## config.mk

```make
export PLATFORM = sky130hd
export DESIGN_NAME = pwm_generator
export DESIGN_NICKNAME = d
export VERILOG_FILES = /design/src/rtl/pwm_generator.sv
export SDC_FILE = /design/constraint.sdc
export NUM_CORES = 1
export LEC_CHECK = 0
export ABC_AREA = 1
export CORE_MARGIN = 3
export CORE_UTILIZATION = 50
export CTS_CLUSTER_SIZE = 40
export DETAILED_ROUTE_END_ITERATION = 8
export GPL_ROUTABILITY_DRIVEN = 1
export GPL_TIMING_DRIVEN = 0
export PLACE_DENSITY = 0.71
export SYNTH_ARGS = -nofsm -noshare
export SYNTH_HDL_FRONTEND = slang
export SYNTH_SLANG_ARGS = --single-unit
```

## constraint.sdc

```tcl
create_clock -name clk -period 7.75 [get_ports clk]
set_clock_uncertainty 0.05 [all_clocks]
set_input_delay 0.775 -clock clk [delete_from_list [all_inputs] [get_ports clk]]
set_output_delay 0.775 -clock clk [all_outputs]
set_load 0.02 [all_outputs]
```

## src/rtl/pwm_generator.sv

```systemverilog
`default_nettype none
// +----------------------------------------------------------------------------+
// | pwm_generator : double-buffered PWM source, period/high time in clk cycles |
// | Optional sync_pulse output enabled by defining PWM_SYNC_OUT_EN.            |
// | Revision 1.0                                                               |
// +----------------------------------------------------------------------------+
module pwm_generator #(
  parameter int CNT_W = 17
) (
  input  logic             clk,
  input  logic             reset,
  input  logic             enable,
  input  logic             load,
  input  logic [CNT_W-1:0] duty_in,
  input  logic [CNT_W-1:0] period_in,
  output logic             busy,
`ifdef PWM_SYNC_OUT_EN
  output logic             sync_pulse,
`endif
  output logic             pwm_out
);

  localparam logic [CNT_W-1:0] c_one = {{(CNT_W-1){1'b0}}, 1'b1};

  logic [CNT_W-1:0] r_act_period;
  logic [CNT_W-1:0] r_act_duty;
  logic [CNT_W-1:0] r_sh_period;
  logic [CNT_W-1:0] r_sh_duty;
  logic             r_pending;
  logic [CNT_W-1:0] r_cnt;
  logic             r_pwm;

  logic w_period_zero;
  logic w_last;
  logic w_boundary;
  logic w_apply;
  logic w_pwm_next;

  assign w_period_zero = (r_act_period == '0);
  assign w_last        = (r_cnt == (r_act_period - c_one));
  assign w_boundary    = !enable || w_period_zero || w_last;
  assign w_apply       = w_boundary && r_pending;
  assign w_pwm_next    = enable && !w_period_zero && (r_cnt < r_act_duty);

  // A load coinciding with an apply keeps pending set so the new pair waits a period.
  always_ff @(posedge clk or posedge reset) begin
    if (reset) begin
      r_sh_period <= '0;
      r_sh_duty   <= '0;
      r_pending   <= 1'b0;
    end else if (load) begin
      r_sh_period <= period_in;
      r_sh_duty   <= duty_in;
      r_pending   <= 1'b1;
    end else if (w_apply) begin
      r_pending   <= 1'b0;
    end
  end

  always_ff @(posedge clk or posedge reset) begin
    if (reset) begin
      r_act_period <= '0;
      r_act_duty   <= '0;
    end else if (w_apply) begin
      r_act_period <= r_sh_period;
      r_act_duty   <= r_sh_duty;
    end
  end

  always_ff @(posedge clk or posedge reset) begin
    if (reset) begin
      r_cnt <= '0;
    end else if (w_boundary) begin
      r_cnt <= '0;
    end else begin
      r_cnt <= r_cnt + c_one;
    end
  end

  always_ff @(posedge clk or posedge reset) begin
    if (reset) begin
      r_pwm <= 1'b0;
    end else begin
      r_pwm <= w_pwm_next;
    end
  end

  assign busy    = r_pending;
  assign pwm_out = r_pwm;

`ifdef PWM_SYNC_OUT_EN
  logic r_sync;
  logic w_sync_next;

  assign w_sync_next = enable && !w_period_zero && (r_cnt == '0);

  always_ff @(posedge clk or posedge reset) begin
    if (reset) begin
      r_sync <= 1'b0;
    end else begin
      r_sync <= w_sync_next;
    end
  end

  assign sync_pulse = r_sync;
`endif

endmodule
`default_nettype wire
```

# Word level (Yosys, flattened, before mapping)
# Cells that the tools add are included.
# op_classes
order_cmp	1
n_addsub	2
n_mux	3
eq_ne	1
n_reduce_logical	9
# ops
operator	n
adder 17 x 1 -> 17 bit, second input constant	1
== test 17 bit	1
zero test 17 bit	1
< comparator 17 bit	1
2-to-1 mux 17 bit	1
subtractor 17 x 1 -> 17 bit, second input constant	1
logical AND 1 bit	3
zero test 1 bit	2
logical OR 1 bit	2
2-to-1 mux 1 bit	2
nonzero test 2 bit	1
# word_totals
ff_bits	87
word_cells	23
out_inout_bits	2
in_bits	38

# Depth between registers and ports, before layout
# logic_depth
depth_word	6
depth_mapped	16

# Worst setup path after synthesis
# OpenSTA, ideal clock, no wires.
# synth_path
kind	flip-flop to flip-flop
from	register r_act_period[0]
to	register r_act_period[3]
path_slack_ps	5661
setup_ps	117
t_arrival_ps	1922
required_ps	7583
stages_incl_launch_ff	14
n_path_buf	1
synth_period_minus_slack_ps	2089
path_cell_list	dfrtp_1 inv_1 ha_1 nand2_1 nor2_4 nand2_1 xor2_1 nor2_1 nand3_1 o21bai_4 nand2_4 buf_6 nand2_1 nand2_1
# synth_via
elab_chain_len	4
word_cells_on_any_way	6
# synth_rtl
element	line	rtl
start: declaration	25	logic [CNT_W-1:0] r_act_period;
start signal: assignment	65	r_act_period <= r_sh_period;
subtractor 17 x 1 -> 17 bit or zero test 17 bit (tied branches)	40, 39	
== test 17 bit or logical OR 1 bit (tied branches)	40, 41	
logical OR 1 bit *	41	assign w_boundary = !enable || w_period_zero || w_last;
logical AND 1 bit *	42	assign w_apply = w_boundary && r_pending;
# Mark *: on every way between the ends. The rest lies on a longest branch, timed or not.
# A chain may end at the register's enable or synchronous reset.

# Worst setup path after layout
# layout_path
from	register r_act_period[0]
to	register r_act_duty[6]
# layout_via
elab_chain_len	4
word_cells_on_any_way	6
# layout_rtl
element	line	rtl
subtractor 17 x 1 -> 17 bit or zero test 17 bit (tied branches)	40, 39	
== test 17 bit or logical OR 1 bit (tied branches)	40, 41	
logical OR 1 bit *	41	
logical AND 1 bit *	42	
end signal: assignment	66	r_act_duty <= r_sh_duty;
end: declaration	26	logic [CNT_W-1:0] r_act_duty;
# Marks and branches as above.

==> flow_results.xml <==
<?xml version="1.0" encoding="UTF-8"?>
<metrics>
  <group name="outcome">
    <metric name="run_status" unit="">finished, final reports clean</metric>
  </group>
  <group name="power">
    <metric name="p_leak" unit="µW">0.00281</metric>
    <metric name="power.ir.vdd_worst" unit="V">0.000102</metric>
    <metric name="pwr_density_cell" unit="mW/mm²">203</metric>
  </group>
  <group name="synth">
    <metric name="netlist-cell-type-count" unit="">30</metric>
    <metric name="yosys_warnings" unit="">0</metric>
    <metric name="synth_ff_type" unit="">sky130_fd_sc_hd__dfrtp_1</metric>
    <metric name="main_combinational_cell_family_by_area_after_synthesis" unit="">simple AND/OR/NAND/NOR gates</metric>
    <metric name="synth-adder-area-share" unit="%">4.88</metric>
    <metric name="number_of_flops_mapped_to_enable_cells_by_yosys" unit="">0</metric>
    <metric name="post_synth_xor_area_fraction" unit="%">3.23</metric>
    <metric name="synthesis.nets" unit="">663</metric>
    <metric name="synth_simple_gate_area_share" unit="%">34.1</metric>
    <metric name="synth_compound_gate_area_share" unit="%">3.09</metric>
    <metric name="synth_area" unit="mm²">0.00461</metric>
    <metric name="ys_ff_latch" unit="">87</metric>
    <metric name="synthesis.instances" unit="">607</metric>
    <metric name="fraction_of_registers_with_async_set_or_reset_after_synthesis" unit="%">100</metric>
    <metric name="postSynthAreaPerCell" unit="µm²">7.60</metric>
    <metric name="synth.yosys.seq_area_share" unit="%">47.2</metric>
    <metric name="fraction_of_synthesized_area_in_multiplexers" unit="%">0</metric>
  </group>
  <group name="worst_setup_path">
    <metric name="worst_setup_ep_type" unit="">flip-flop</metric>
    <metric name="reg2reg_slack" unit="ps">5210</metric>
    <metric name="timing_worst_setup_path_type" unit="">reg2reg</metric>
    <metric name="cp_data_required_time" unit="ps">7950</metric>
    <metric name="worst-path-max-fanout" unit="">10</metric>
    <metric name="cp-start-kind" unit="">flip-flop</metric>
    <metric name="cp_data_arrival_time" unit="ps">2740</metric>
  </group>
  <group name="global_routing">
    <metric name="groute.usage.overall" unit="%">21.4</metric>
    <metric name="global_route.overflow_total" unit="">0</metric>
    <metric name="number_of_antenna_violations_at_the_first_check_in_global_routing" unit="">0</metric>
    <metric name="grt_pass1_vias" unit="">3809</metric>
    <metric name="first_pass_grt_wire_length" unit="µm">17400</metric>
    <metric name="grt_max_degree" unit="">56</metric>
  </group>
  <group name="final_layout">
    <metric name="area_of_the_multi_input_gates" unit="mm²">0.00209</metric>
    <metric name="synthToLayoutAreaGrowth" unit="%">16.1</metric>
    <metric name="nFillCells" unit="">807</metric>
    <metric name="drive_above_1_share" unit="%">4.53</metric>
    <metric name="post_layout_nonfiller_instances" unit="">770</metric>
    <metric name="seqCellArea" unit="mm²">0.00218</metric>
    <metric name="finish.net_count" unit="">713</metric>
    <metric name="antenna_cells_inserted" unit="">0</metric>
  </group>
  <group name="clock_tree">
    <metric name="cts-root-to-sink-buffers" unit="">2</metric>
    <metric name="clkSlewWorstSetupHoldPaths" unit="ps">80</metric>
    <metric name="tritoncts_clock_tree" unit="">yes</metric>
    <metric name="clkLatencyLatePin" unit="ps">360</metric>
    <metric name="cts_inserted_buffers" unit="">9</metric>
    <metric name="cts.htree.levels" unit="">3</metric>
    <metric name="cts.sink_count" unit="">87</metric>
    <metric name="cts_hold_buf" unit="">0</metric>
    <metric name="postCtsSetupRepairBufs" unit="">0</metric>
    <metric name="post_cts.resized_instances" unit="">0</metric>
    <metric name="ctsRootBufferMaster" unit="">sky130_fd_sc_hd__clkbuf_8</metric>
  </group>
  <group name="hold_path">
    <metric name="type_of_the_most_critical_hold_path" unit="">reg2reg</metric>
  </group>
  <group name="detailed_routing">
    <metric name="starting_drc_count_in_detailed_routing" unit="">180</metric>
    <metric name="antenna_left" unit="">0</metric>
    <metric name="routedWlPerCell" unit="µm">12.9</metric>
    <metric name="drt_total_wl" unit="µm">9960</metric>
    <metric name="route.detailed.vias_per_inst" unit="">5.03</metric>
    <metric name="via_count" unit="">3873</metric>
    <metric name="drt_pre_antenna_iters" unit="">4</metric>
    <metric name="detail_route.drc_violations" unit="">0</metric>
  </group>
  <group name="floorplan">
    <metric name="die_area" unit="mm²">0.0104</metric>
    <metric name="num_io_pins" unit="">40</metric>
    <metric name="chipHeight" unit="µm">102</metric>
    <metric name="die_w" unit="µm">102</metric>
    <metric name="rows" unit="">34</metric>
    <metric name="core_area" unit="mm²">0.00885</metric>
    <metric name="initial_cell_density_of_the_core" unit="%">52.1</metric>
  </group>
  <group name="placement">
    <metric name="buffer_ports.inserted" unit="">38</metric>
    <metric name="place.gp.congestion" unit="">0.866</metric>
    <metric name="dpl_worst_slack" unit="ps">5250</metric>
    <metric name="dp.cells" unit="">754</metric>
    <metric name="place.detailed.hpwl" unit="µm">7800</metric>
  </group>
  <group name="timing">
    <metric name="period_needed" unit="ps">2540</metric>
    <metric name="fmax" unit="MHz">394</metric>
    <metric name="setup_repair_after_global_routing_missed_its_margin" unit="">no</metric>
    <metric name="drv_slew" unit="">0</metric>
    <metric name="final.setup.tns" unit="ps">0</metric>
    <metric name="worst-slew-pin-transition" unit="ps">542</metric>
    <metric name="setup-violations-final" unit="">0</metric>
    <metric name="worst_slack" unit="ps">5210</metric>
    <metric name="timing_hold_violations_final" unit="">0</metric>
    <metric name="maxSlewHeadroom" unit="%">63.9</metric>
    <metric name="fin_crit_sh" unit="%">32.7</metric>
  </group>
  <group name="flow_run">
    <metric name="drv.max_cap_violation_count" unit="">0</metric>
  </group>
</metrics>
==> metrics by stage <==
step	instance area (µm²)	util (%)	total power, µW	hold WS, ps
finish	5360	60.5	1090	425
global route	5360	60.5	1150	442
CTS	5360	60.5	1090	431
detailed placement	5160	58.3	769	411
global placement	5130	57.9	758	407
floorplan	4610	-	696	392
==> cell usage after synthesis (2+ instances only) <==
| library cell | n | area (µm²) |
|---|---|---|
| sky130_fd_sc_hd__inv_1 | 62 | 233 |
| sky130_fd_sc_hd__dfrtp_1 | 87 | 2180 |
| sky130_fd_sc_hd__a31oi_1 | 2 | 12.5 |
| sky130_fd_sc_hd__xnor2_1 | 6 | 52.6 |
| sky130_fd_sc_hd__ha_1 | 18 | 225 |
| sky130_fd_sc_hd__clkbuf_1 | 11 | 41.3 |
| sky130_fd_sc_hd__o21ai_0 | 6 | 30.0 |
| sky130_fd_sc_hd__nor2_2 | 2 | 12.5 |
| sky130_fd_sc_hd__nor2_1 | 43 | 161 |
| sky130_fd_sc_hd__nand2_1 | 256 | 961 |
| sky130_fd_sc_hd__nor3_1 | 12 | 60.1 |
| sky130_fd_sc_hd__a21oi_1 | 10 | 50.1 |
| sky130_fd_sc_hd__nand3_1 | 51 | 255 |
| sky130_fd_sc_hd__buf_6 | 3 | 33.8 |
| sky130_fd_sc_hd__nand3b_1 | 5 | 37.5 |
| sky130_fd_sc_hd__buf_4 | 4 | 30.0 |
| sky130_fd_sc_hd__xor2_1 | 11 | 96.3 |
| sky130_fd_sc_hd__nand4_1 | 6 | 37.5 |
==> final timing paths <==
check,depth (start not counted),startpoint,endpoint
max reg2reg,16,r_act_period[0],r_act_duty[6]
min in group asynchronous,2,reset,r_sh_duty[9]
min,2,r_act_duty[1],r_act_duty[1]
max,16,r_act_period[0],r_act_duty[6]
min reg2reg,2,r_act_duty[1],r_act_duty[1]
max in group asynchronous,3,reset,r_sh_duty[16]
==> critical path: stages, from the launching register on <==
cell	delay, ps
sky130_fd_sc_hd__dfrtp_1	470
sky130_fd_sc_hd__inv_1	110
sky130_fd_sc_hd__ha_1	190
sky130_fd_sc_hd__nand2_1	150
sky130_fd_sc_hd__nor2_4	210
sky130_fd_sc_hd__nand2_1	80
sky130_fd_sc_hd__nand2_1	70
sky130_fd_sc_hd__nand2_1	60
sky130_fd_sc_hd__nand2_1	60
sky130_fd_sc_hd__nand2_1	50
sky130_fd_sc_hd__inv_1	50
sky130_fd_sc_hd__nand3_1	110
sky130_fd_sc_hd__o21bai_4	300
sky130_fd_sc_hd__nand2_4	160
sky130_fd_sc_hd__buf_6	180
sky130_fd_sc_hd__nand2_1	70
sky130_fd_sc_hd__nand2_1	60
==> cells by family (layout without fill, tap and decap cells) <==
family          Yosys count  count (layout)
flops                    87              87
fa+ha+maj                18              18
compound gates           23              23
buf+inv                  82             137
simple gates            380             380
xor+xnor                 17              17
==> per-layer routing <==
metal / GRT usage (%) / share of wire [%] / wire length [µm] / vias up
li1: - / - / - / 1994
met1: 29.7 / 48 / 4760 / 1787
met5: 0 / 0 / 0 / -
met3: 3.14 / 3.5 / 347 / 23
met4: 9.38 / 3.1 / 312 / 0
met2: 33.5 / 46 / 4550 / 69
==> sequential cells by signal, summed over array words and instances, names as in the netlist <==
name and cells:
busy 1, pwm_out 1, r_act_duty 17, r_act_period 17, r_cnt 17, r_sh_duty 17
r_sh_period 17
==> cells in the final DEF, fill, tap and decap left out <==
master                              n
sky130_fd_sc_hd__buf_2              1
sky130_fd_sc_hd__buf_16             1
sky130_fd_sc_hd__nor3_2             1
sky130_fd_sc_hd__nor3_1            12
sky130_fd_sc_hd__clkdlybuf4s50_1   38
sky130_fd_sc_hd__xor2_1            11
sky130_fd_sc_hd__bufinv_16          1
sky130_fd_sc_hd__dfrtp_1           87
sky130_fd_sc_hd__xnor2_1            6
sky130_fd_sc_hd__nor2_2             2
sky130_fd_sc_hd__clkinvlp_4         2
sky130_fd_sc_hd__or2_0              1
sky130_fd_sc_hd__inv_6              1
sky130_fd_sc_hd__clkinv_1           1
sky130_fd_sc_hd__nor2_1            43
sky130_fd_sc_hd__nand2_1          256
sky130_fd_sc_hd__buf_6              3
sky130_fd_sc_hd__nand3b_1           5
sky130_fd_sc_hd__clkbuf_8          10
sky130_fd_sc_hd__clkbuf_1          13
sky130_fd_sc_hd__nand2_4            1
sky130_fd_sc_hd__a21oi_1           10
sky130_fd_sc_hd__and3_1             1
sky130_fd_sc_hd__a31oi_1            2
sky130_fd_sc_hd__o21ai_0            6
sky130_fd_sc_hd__nand3_1           51
sky130_fd_sc_hd__nand4_1            6
sky130_fd_sc_hd__buf_4              4
sky130_fd_sc_hd__o31ai_1            1
sky130_fd_sc_hd__ha_1              18
sky130_fd_sc_hd__inv_1             61
sky130_fd_sc_hd__o211ai_1           1
sky130_fd_sc_hd__nor2_4             1
sky130_fd_sc_hd__a21o_1             1
sky130_fd_sc_hd__o21bai_4           1
sky130_fd_sc_hd__o221ai_1           1
sky130_fd_sc_hd__inv_4              1
==> cell type report <==
cell class / count / share of cell area [%]
multi-input cells: 438 / 39.0
flip-flops and latches: 87 / 40.7
plain buffers: 19 / 2.06
well taps: 108 / 2.52
inverters: 63 / 4.46
clock inverters: 4 / 1.00
repair buffers: 39 / 7.62
clock buffers: 12 / 2.71
==> where the power goes <==
part | leakage (µW) | switching (µW) | internal, µW | total, µW
Clock | 0.0000932 | 167 | 159 | 327
Combinational | 0.00161 | 130 | 90.3 | 220
Sequential | 0.00110 | 41.4 | 499 | 540
No activity file was read; power rests on OpenSTA's default activity.
==> variant: new RTL, same flow settings <==
The option `PWM_SYNC_OUT_EN` is turned on by a define.
--- a/src/rtl/pwm_generator.sv
+++ b/src/rtl/pwm_generator.sv
@@ -4,6 +4,8 @@
 // | Optional sync_pulse output enabled by defining PWM_SYNC_OUT_EN.            |
 // | Revision 1.0                                                               |
 // +----------------------------------------------------------------------------+
+`define PWM_SYNC_OUT_EN
+
 module pwm_generator #(
   parameter int CNT_W = 17
 ) (
Formal check against the unedited RTL (old outputs only; new: sync_pulse): equivalent (Yosys induction, for registers that start in step).
==> variant against the original RTL <==
  * Via count is 1.4% higher
  * Count of clock-buffer cells in the layout fell by 3
  * Synthesized cell count grew 0.66%
  * Routed wire length rose by 7.5%
  * Non-clock buffer count up 4
  * Highest routed layer unchanged
  * Utilization fell by 0.30 points
  * Sequential cell count increased by 1
  * Total power increased by 0.87%
  * Final area increased by 4.4%
  * Area after synthesis up 4.4%
  * Setup slack better by 0.14 ns
==> variant: results (changes against the original RTL) <==
| Metric | Value |
|---|---|
| Hold Slack | `0.428 ns (+0.00317 ns)` |
| Main area contributors after synthesis | `dfrtp_1 (46%), nand2_1 (19%), ha_1 (4.9%)` |
| Gpl congestion | `0.892 (+3.0%)` |
| Syn nets | `668 (+0.75%)` |
| Fillers | `854 (+5.8%)` |
| Hold Path Origin | `r_sh_duty[2]$_DFFE_PP0P_` |
| Outcome | `finished clean` |
| Max Freq | `0.417 GHz (+5.7%)` |
| Worst setup endpoint | `r_act_period[8]$_DFFE_PP0P_` |
| EDFF count, synth | `0 (unchanged)` |
| Antenna violations before repair | `0 (unchanged)` |
| Ys flop type | `dfrtp_1` |
| Crit path arrival time | `2.59 ns (-0.15 ns)` |
| Register area | `2200 sq um (+1.1%)` |
| Clk buf depth | `2 (unchanged)` |
| VDD IR max | `0.000124 V (+22%)` |
| Seq/Total Area, Yosys | `45.7% (-1.5 points)` |
| HP Class | `reg2reg` |
| Setup slack, reg-to-reg | `5.35 ns (+0.14 ns)` |
| Unique cell type count in the Yosys netlist | `36 (+20%)` |
| Area taken by multi-input logic gates | `2260 sq um (+8.4%)` |
| Clock-cell share | `3.47% (-0.25 points)` |
| Vias per cell | `4.93 (-1.9%)` |
| Hold path depth | `2 (unchanged)` |
| Slew margin rel. | `62.3% (-1.6 points)` |
| Synth Area in Adders | `4.94% (+0.053 points)` |
| HPWL after DPL | `8270 um (+6.0%)` |
| Clk sink count | `88 (+1.1%)` |
| # port buffers | `39 (+2.6%)` |
| Inverters | `54 (-14%)` |
| Post-synthesis xor/xnor area fraction | `4.00% (+0.77 points)` |
| Placed cells | `780 (+3.4%)` |
| Worst Hold Path EP | `r_sh_duty[2]$_DFFE_PP0P_` |
| Buffers excl. clock | `62 (+6.9%)` |
| CP delay by family, top | `simple AND/OR/NAND/NOR gates` |
| Buffering overhead | `10.1% (+0.44 points)` |
| Clk slew on worst S/H paths | `0.09 ns` |
| CP max stage delay | `0.42 ns (-0.05 ns)` |
| Skew-Pair Late Insertion Delay | `0.36 ns (about the same)` |
| Slowest cell on the critical path | `dfrtp_1` |
| Asr flop ratio synth | `100% (unchanged)` |
| Commonest cells in the netlist | `nand2_1 (246), dfrtp_1 (88), inv_1 (50)` |
| Vias in the first global route | `3914 (+2.8%)` |
| #MultiIn Comb | `447 (+2.1%)` |
| H-Tree Level Count | `3 (unchanged)` |
| Vias | `3926 (+1.4%)` |
| Largest net degree at the start of global routing | `47 (-16%)` |
| Share of post-route cells with drive strength above 1 | `9.00% (+4.5 points)` |
| Leak Pwr | `2.92 nW (+3.9%)` |
| Global-route wire length before repair | `18300 um (+5.2%)` |
| Overall routing resource usage | `20.8% (-0.61 points)` |
| Compound-Gate Fraction of Synth Area | `2.31% (-0.78 points)` |
| Avg Inst Size Synth | `7.88 sq um (+3.7%)` |
| Routed wire length | `10700 um (+7.5%)` |
| NumNets Final | `719 (+0.84%)` |
| Initial DRC Count | `244 (+36%)` |
[variant: changes by cell type in the layout (fill, tap and decap cells not counted), moves of 4 or more]
cell / before / now
clkbuf_1: 13 / 9
nand3_2: 0 / 10
inv_1: 61 / 49
buf_2: 1 / 5
nand3_1: 51 / 44
nand2_1: 256 / 246
nor4_1: 0 / 4
[variant: per-layer routing]
layer	GRT usage, %	wire length, um	vias to the layer above
li1	-	-	2009
met1	28.5	5110	1841
met2	34.6	5090	65
met3	2.42	375	11
met4	6.74	130	0
met5	0	0	-
[variant: where the power goes]
part | internal [W] | total, W | switching, W
sequential | 0.000504 | 0.000548 | 0.0000434
clock | 0.000149 | 0.000316 | 0.000167
combinational | 0.0000967 | 0.000232 | 0.000135
total | 0.000750 | 0.00110 | 0.000346
[variant: through the flow]
stage	cell area, sq um	utilization, %
2_1_floorplan	4810	-
3_3_place_gp	5370	57.8
3_5_place_dp	5400	58.1
4_1_cts	5590	60.2
5_1_grt	5590	60.2
6_report	5590	60.2
